<file path="src/rtl/ram_bus_master.sv">
// rtl/ram_bus_master.sv - APB-style RamBus initiator, one transfer outstanding; optional RAM_BUS_MASTER_TIMEOUT_EN access timeout
module ram_bus_master #(
  parameter int ADDR_WIDTH     = 14,
  parameter int DATA_WIDTH     = 32,
  parameter int TIMEOUT_CYCLES = 255
) (
  input  logic                  clk,
  input  logic                  nRst,
  input  logic                  CmdValid,
  output logic                  CmdReady,
  input  logic                  CmdWrnRd,
  input  logic [ADDR_WIDTH-1:0] CmdAddress,
  input  logic [DATA_WIDTH-1:0] CmdData,
  output logic                  RspValid,
  input  logic                  RspReady,
  output logic [DATA_WIDTH-1:0] RspData,
  output logic                  RspErr,
  output logic                  Busy,
  output logic                  RamBusnCs,
  output logic                  RamBusLatch,
  output logic                  RamBusWrnRd,
  output logic [ADDR_WIDTH-1:0] RamBusAddress,
  output logic [DATA_WIDTH-1:0] RamBusDataIn,
  input  logic [DATA_WIDTH-1:0] RamBusDataOut,
  input  logic                  RamBusAck
);

  typedef enum logic [1:0] {ST_IDLE, ST_SETUP, ST_ACCESS, ST_RESP} state_t;

  state_t                r_state;
  state_t                w_next;
  logic                  r_wr;
  logic [ADDR_WIDTH-1:0] r_addr;
  logic [DATA_WIDTH-1:0] r_data;
  logic [DATA_WIDTH-1:0] r_rsp_data;
  logic                  r_rsp_err;
  logic                  w_accept;
  logic                  w_ack;
  logic                  w_timeout;
  logic                  w_on_bus;

  if (TIMEOUT_CYCLES < 1) begin : g_bad_timeout
    $error("TIMEOUT_CYCLES must be at least 1");
  end

  assign w_accept = (r_state == ST_IDLE) && CmdValid;
  assign w_ack    = (r_state == ST_ACCESS) && RamBusAck;
  assign w_on_bus = (r_state == ST_SETUP) || (r_state == ST_ACCESS);

`ifdef RAM_BUS_MASTER_TIMEOUT_EN
  localparam int CW = $clog2(TIMEOUT_CYCLES + 1);
  localparam logic [CW-1:0] TO_LAST = CW'(TIMEOUT_CYCLES - 1);

  logic [CW-1:0] r_cnt;

  // Count ACCESS cycles without Ack; cleared in SETUP so every transfer starts fresh
  always_ff @(posedge clk) begin
    if (!nRst) begin
      r_cnt <= '0;
    end else if (r_state == ST_SETUP) begin
      r_cnt <= '0;
    end else if ((r_state == ST_ACCESS) && !RamBusAck) begin
      r_cnt <= r_cnt + 1'b1;
    end
  end

  // Fires on the last allowed Ack-less ACCESS cycle; an Ack in that cycle wins
  assign w_timeout = (r_state == ST_ACCESS) && !RamBusAck && (r_cnt == TO_LAST);
`else
  assign w_timeout = 1'b0;
`endif

  // State register
  always_ff @(posedge clk) begin
    if (!nRst) begin
      r_state <= ST_IDLE;
    end else begin
      r_state <= w_next;
    end
  end

  // Next-state logic and state-decoded outputs
  always_comb begin
    w_next        = r_state;
    CmdReady      = 1'b0;
    RspValid      = 1'b0;
    RspData       = '0;
    RspErr        = 1'b0;
    Busy          = (r_state != ST_IDLE);
    RamBusnCs     = w_on_bus;
    RamBusLatch   = (r_state == ST_ACCESS);
    RamBusWrnRd   = w_on_bus ? r_wr   : 1'b0;
    RamBusAddress = w_on_bus ? r_addr : '0;
    RamBusDataIn  = w_on_bus ? r_data : '0;
    case (r_state)
      ST_IDLE: begin
        CmdReady = 1'b1;
        if (CmdValid) w_next = ST_SETUP;
      end
      ST_SETUP: begin
        w_next = ST_ACCESS;
      end
      ST_ACCESS: begin
        if (w_ack || w_timeout) w_next = ST_RESP;
      end
      ST_RESP: begin
        RspValid = 1'b1;
        RspData  = r_rsp_data;
        RspErr   = r_rsp_err;
        if (RspReady) w_next = ST_IDLE;
      end
      default: w_next = ST_IDLE;
    endcase
  end

  // Command latch and response capture
  always_ff @(posedge clk) begin
    if (!nRst) begin
      r_wr       <= 1'b0;
      r_addr     <= '0;
      r_data     <= '0;
      r_rsp_data <= '0;
      r_rsp_err  <= 1'b0;
    end else if (w_accept) begin
      r_wr   <= CmdWrnRd;
      r_addr <= CmdAddress;
      r_data <= CmdData;
    end else if (w_ack) begin
      r_rsp_data <= r_wr ? '0 : RamBusDataOut;
      r_rsp_err  <= 1'b0;
    end else if (w_timeout) begin
      r_rsp_data <= '0;
      r_rsp_err  <= 1'b1;
    end
  end

endmodule

</file>
<file path="config.mk">
export PLATFORM = sky130hd
export DESIGN_NAME = ram_bus_master
export DESIGN_NICKNAME = d
export VERILOG_FILES = /design/src/rtl/ram_bus_master.sv
export SDC_FILE = /design/constraint.sdc
export NUM_CORES = 1
export LEC_CHECK = 0
export BUFFER_PORTS_ARGS = -buffer_cell sky130_fd_sc_hd__buf_2
export CORE_ASPECT_RATIO = 1.4
export CORE_MARGIN = 8
export CORE_UTILIZATION = 48
export DETAILED_ROUTE_END_ITERATION = 10
export GPL_ROUTABILITY_DRIVEN = 0
export GPL_TIMING_DRIVEN = 0
export PLACE_DENSITY_LB_ADDON = 0.12
export SYNTH_ARGS = -nofsm -noshare
export SYNTH_HDL_FRONTEND = slang
export SYNTH_SLANG_ARGS = --single-unit
</file>
<file path="constraint.sdc">
create_clock -name clk -period 1.7 [get_ports clk]
set_input_delay 0.17 -clock clk [delete_from_list [all_inputs] [get_ports clk]]
set_output_delay 0.17 -clock clk [all_outputs]
set_load 0.05 [all_outputs]
</file>
# After elaboration in Yosys (flattened, before gate mapping)
# Cells that the tools add are included.
# word_totals
register_bits	81
in_bits	84
wordCells	30
# op_classes
n_eq_ne	6
muxes	11
bitwise	1
n_reduce_logical	7
# ops
operator	n
2-to-1 mux 32 bit	3
2-to-1 mux 14 bit	1
one-hot mux 2 bit (4 select lines)	1
2-to-1 mux 2 bit	3
equality test 2 bit (second input constant)	2
!= test 2 bit (second input constant)	2
2-to-1 mux 1 bit	3
AND reduction 3 bit	1
equality test 2 x 1 -> 1 bit (second input constant)	1
logical AND 1 bit	2
zero test 2 bit	1
!= test 2 x 1 -> 1 bit (second input constant)	1
AND reduction 2 bit	1
nonzero test 2 bit	1
logical OR 1 bit	1
NOT 1 bit	1

# Logic depth before layout (Yosys ltp)
# depth
word_depth	4
mapped_depth	8

# Least setup slack after synthesis
# OpenSTA, ideal clock, no wires.
# synth_timing
path_type	register to output
start	register r_state[1]
end	output RamBusDataIn[10]
arrival_ns	1.921
t_required_ns	1.530
slack_ns	-0.391
stages_incl_launch_ff	6
path_buffers	2
path_cell_list	dfxtp_1 -> inv_1 -> ha_1 -> clkbuf_1 -> clkbuf_1 -> and2_1
# synth_between
elab_chain_len	3
# synth_rtl
element	line_no	rtl
from (decl)	30	state_t r_state;
from (signal assigned)	78	r_state <= w_next;
equality test 2 x 1 -> 1 bit / equality test 2 bit (equally long branches)	48	assign w_on_bus = (r_state == ST_SETUP) || (r_state == ST_ACCESS);
logical OR 1 bit (*)	48	
via RamBusnCs	19	output logic RamBusnCs,
2-to-1 mux 32 bit (*)	94	RamBusDataIn = w_on_bus ? r_data : '0;
to (decl)	23	output logic [DATA_WIDTH-1:0] RamBusDataIn,
# Mark *: on every way through the listed nets, which the timed path passes. The rest lies on a longest branch.

# Worst setup path after layout
# layout_timing
start	register r_state[0]
end	output RamBusDataIn[22]
# layout_between
elab_chain_len	3
# layout_rtl
element	line_no
equality test 2 x 1 -> 1 bit / equality test 2 bit (equally long branches)	48
logical OR 1 bit (*)	48
2-to-1 mux 32 bit (*)	94
# Mark *: on every way between the ends. The rest lies on a longest branch, timed or not.

==> report_table.html <==
<table>
<tr><th>Metric</th><th>Value</th></tr>
<tr><th colspan="2">Synthesis</th></tr>
<tr><td>Sequential area share after synthesis</td><td>41.6%</td></tr>
<tr><td>Distinct cells, synth</td><td>18</td></tr>
<tr><td>Top post-synthesis cells by area</td><td>sky130_fd_sc_hd__dfxtp_1, sky130_fd_sc_hd__and2_1, sky130_fd_sc_hd__a21boi_0</td></tr>
<tr><td>Number of synthesized register bits</td><td>81</td></tr>
<tr><td>Cells after Synth</td><td>464</td></tr>
<tr><td>Leading register cell type out of synthesis</td><td>sky130_fd_sc_hd__dfxtp_1</td></tr>
<tr><td>Average cell area after synthesis</td><td>8.40 um2</td></tr>
<tr><td>Most area-hungry cell type in the Yosys netlist</td><td>sky130_fd_sc_hd__dfxtp_1</td></tr>
<tr><td>Warning count from the yosys run</td><td>0</td></tr>
<tr><td>Post-Synthesis Net Count</td><td>552</td></tr>
<tr><td>Share of synthesized registers carrying an async set or reset</td><td>0%</td></tr>
<tr><td>EDFF count, synth</td><td>0</td></tr>
<tr><td>Netlist area before placement</td><td>0.00390 mm2</td></tr>
<tr><td>Area share of the largest cell type after synthesis</td><td>41.6%</td></tr>
<tr><th colspan="2">Setup path</th></tr>
<tr><td>Critical Path Fanout Max</td><td>10</td></tr>
<tr><td>Critical path arrival</td><td>1630 ps</td></tr>
<tr><td>Critical Path Source Type</td><td>flop</td></tr>
<tr><td>Kind of end point of the critical path</td><td>output pin</td></tr>
<tr><td>Crit path kind</td><td>flop to output pin</td></tr>
<tr><td>Critical path required time</td><td>1530 ps</td></tr>
<tr><th colspan="2">Clock network</th></tr>
<tr><td>Clock Tree Root</td><td>sky130_fd_sc_hd__clkbuf_16</td></tr>
<tr><td>CTS tree</td><td>built</td></tr>
<tr><td>Deepest level of the CTS H-tree</td><td>3</td></tr>
<tr><td>Buffer levels on the longest clock path</td><td>2</td></tr>
<tr><td>Cts bufs inserted</td><td>9</td></tr>
<tr><td>Clock latency of the later-clocked register in the worst-skew pair</td><td>340 ps</td></tr>
<tr><td>Clock slew at reported path FFs</td><td>60 ps</td></tr>
<tr><td>Hold buffers post-CTS</td><td>0</td></tr>
<tr><td>Clock sink total</td><td>81</td></tr>
<tr><th colspan="2">Layout</th></tr>
<tr><td>Fraction of final layout cells sized beyond drive strength 1</td><td>40.6%</td></tr>
<tr><td>Total inserted antenna cells</td><td>0</td></tr>
<tr><td>Area growth from synthesis to final layout</td><td>52.6%</td></tr>
<tr><td>Finished Cell Area</td><td>0.00595 mm2</td></tr>
<tr><td>Post-route insts no fill</td><td>757</td></tr>
<tr><td>Total Nets Final</td><td>739</td></tr>
<tr><th colspan="2">Timing</th></tr>
<tr><td>RSZ-0062 raised after global routing</td><td>true</td></tr>
<tr><td>Final WS setup</td><td>-101 ps</td></tr>
<tr><td>Count of final hold-check violations</td><td>0</td></tr>
<tr><td>Period minus WS final</td><td>1800 ps</td></tr>
<tr><td>Number of pins exceeding their max-slew limit in the final report</td><td>0</td></tr>
<tr><td>Number of setup violations in the final report</td><td>46</td></tr>
<tr><td>Worst slew margin relative to its limit</td><td>65.9%</td></tr>
<tr><td>Worst slew pin tran</td><td>512 ps</td></tr>
<tr><td>Highest clock rate</td><td>0.555 GHz</td></tr>
<tr><td>Ratio of final minimum period to clock period</td><td>106%</td></tr>
<tr><td>Setup Skew</td><td>6.46 ps</td></tr>
<tr><th colspan="2">Drt</th></tr>
<tr><td>TritonRoute pass-1 iters</td><td>5</td></tr>
<tr><td>Remaining antenna violation count</td><td>0</td></tr>
<tr><td>Initial DRC Count</td><td>112</td></tr>
<tr><td>Total number of vias</td><td>3825</td></tr>
<tr><td>DRT Wirelength</td><td>12.0 mm</td></tr>
<tr><td>Ratio of routed vias to standard cells</td><td>5.05</td></tr>
<tr><td>Total DRC errors in the routed layout</td><td>0</td></tr>
<tr><td>Mean routed wirelength per cell</td><td>15.9 um</td></tr>
<tr><th colspan="2">Placement</th></tr>
<tr><td>Quantity of I/O buffers inserted on ports</td><td>166</td></tr>
<tr><td>Placed cells</td><td>732</td></tr>
<tr><td>Detailed Place HPWL</td><td>8.57 mm</td></tr>
<tr><td>Total placed instance area</td><td>0.00492 mm2</td></tr>
<tr><th colspan="2">Die</th></tr>
<tr><td>Die height</td><td>123 um</td></tr>
<tr><td>Placeable Area</td><td>0.00800 mm2</td></tr>
<tr><td>Boundary pin count</td><td>169</td></tr>
<tr><td>Row Count</td><td>39</td></tr>
<tr><td>Area of the die</td><td>0.0113 mm2</td></tr>
<tr><td>Initial standard-cell utilization of the core</td><td>48.7%</td></tr>
<tr><td>Die Width</td><td>92.1 um</td></tr>
<tr><th colspan="2">Min path</th></tr>
<tr><td>Worst Hold Class</td><td>input pin to flop</td></tr>
<tr><th colspan="2">Global route</th></tr>
<tr><td>Initial antenna violation count</td><td>1</td></tr>
<tr><td>All-Layer GR Usage</td><td>20.8%</td></tr>
<tr><td>Number of global-route vias before repair</td><td>3993</td></tr>
<tr><td>Pin count of the biggest net entering global routing</td><td>13</td></tr>
<tr><td>Global-route wire length before repair</td><td>18.9 mm</td></tr>
<tr><td>GR Overflow Total</td><td>0</td></tr>
<tr><th colspan="2">Pwr</th></tr>
<tr><td>Static power due to leakage</td><td>2.60 nW</td></tr>
<tr><td>Total power density per cell area</td><td>1490 mW/mm2</td></tr>
<tr><td>Worst IR drop on VDD</td><td>1.02 mV</td></tr>
<tr><th colspan="2">Flow run</th></tr>
<tr><td>Number of max-capacitance violations reported</td><td>0</td></tr>
<tr><th colspan="2">Outcome</th></tr>
<tr><td>Run status</td><td>finished with violations</td></tr>
<tr><td>Violations in the final reports</td><td>negative setup slack</td></tr>
</table>
-- registers in the layout, summed over array words and instances (netlist names) --
signal      count
r_wr            1
r_addr         14
r_state         2
r_data         32
r_rsp_data     32
-- cells by family after synthesis --
family	synth area share, %
flip-flops	41.6
other	0.0962
buffers and inverters	7.00
AO/OA/AOI/OAI	19.7
adder cells (fa/ha/maj)	1.28
multiplexers	0.514
AND/OR/NAND/NOR	29.8
-- critical path: stages (launching register included) --
cell and delay (ps):
sky130_fd_sc_hd__dfxtp_2 360, sky130_fd_sc_hd__inv_2 60, sky130_fd_sc_hd__ha_4 300, sky130_fd_sc_hd__clkbuf_16 150
sky130_fd_sc_hd__clkbuf_16 140, sky130_fd_sc_hd__and2_4 150, sky130_fd_sc_hd__buf_8 140
-- per-layer routing --
layer / wire [um] / vias up / track usage [%]
li1: - / 1915 / -
met1: 4620 / 1772 / 21.4
met2: 6220 / 119 / 37.1
met3: 967 / 17 / 9.06
met4: 206 / 2 / 6.98
met5: 13 / - / 0
-- metrics by stage --
step,power (W),TNS (ps),util (%),setup slack [ps],hold WS (ps)
5_1_grt,0.00931,-5180,74.3,-145,79.4
2_1_floorplan,0.00487,-1280,-,-48.8,305
6_report,0.00888,-2460,74.3,-101,72.1
4_1_cts,0.00869,-2800,73.1,-112,64.3
3_3_place_gp,0.00568,-6900,61.5,-342,416
3_5_place_dp,0.00574,-7780,61.5,-368,422
-- cells in the final DEF, fill, tap and decap left out, drive strengths merged --
cell,instances
buf,191
nand2,99
dfxtp,81
and2,81
a21boi,79
clkbuf,42
o21ai,33
nand4b,32
inv,6
ha,4
mux2i,2
clkinv,2
a222oi,1
conb,1
bufinv,1
-- final timing paths --
path	start	to	slack [ps]	depth (start not counted)
max	r_state[0]	RamBusDataIn[22]	-100	6
min	CmdData[21]	r_data[21]	70	3
max reg2reg	r_state[0]	r_data[16]	100	7
min reg2reg	r_data[21]	r_data[21]	460	2
-- cell type report --
type	instances	area, um2
Timing Repair Buffer	176	1420
Tap cell	102	128
Multi-Input combinational cell	332	2100
Inverter	6	25.0
Clock buffer	12	256
Sequential cell	81	1630
Clock inverter	3	40.0
Buffer	45	352
Fill cell	627	2060
-- timing repair --
| item | CTS | global route |
|---|---|---|
| pin swaps | 11 | 1 |
| buffers inserted | 4 | 4 |
| gates cloned | 1 | 1 |
| resized for setup | 183 | 27 |
| endpoints found under the setup margin | 77 | 103 |
| hold endpoints to repair | 0 | 0 |
-- Yosys cell counts (3+ instances only) --
cell	count
sky130_fd_sc_hd__nand2_1	99
sky130_fd_sc_hd__dfxtp_1	81
sky130_fd_sc_hd__and2_1	80
sky130_fd_sc_hd__a21boi_0	58
sky130_fd_sc_hd__o21ai_0	33
sky130_fd_sc_hd__nand4b_1	32
sky130_fd_sc_hd__clkbuf_1	23
sky130_fd_sc_hd__a21boi_1	21
sky130_fd_sc_hd__buf_2	11
sky130_fd_sc_hd__buf_4	6
sky130_fd_sc_hd__inv_1	6
sky130_fd_sc_hd__ha_1	4
sky130_fd_sc_hd__clkbuf_8	3
-- power breakdown --
group          leakage, nW  switching [W]  total (W)  internal (W)
clock network        0.148       0.000737    0.00194       0.00120
logic                 1.79        0.00260    0.00458       0.00198
registers            0.661       0.000161    0.00236       0.00220
Power figures use the tool's default switching activity.
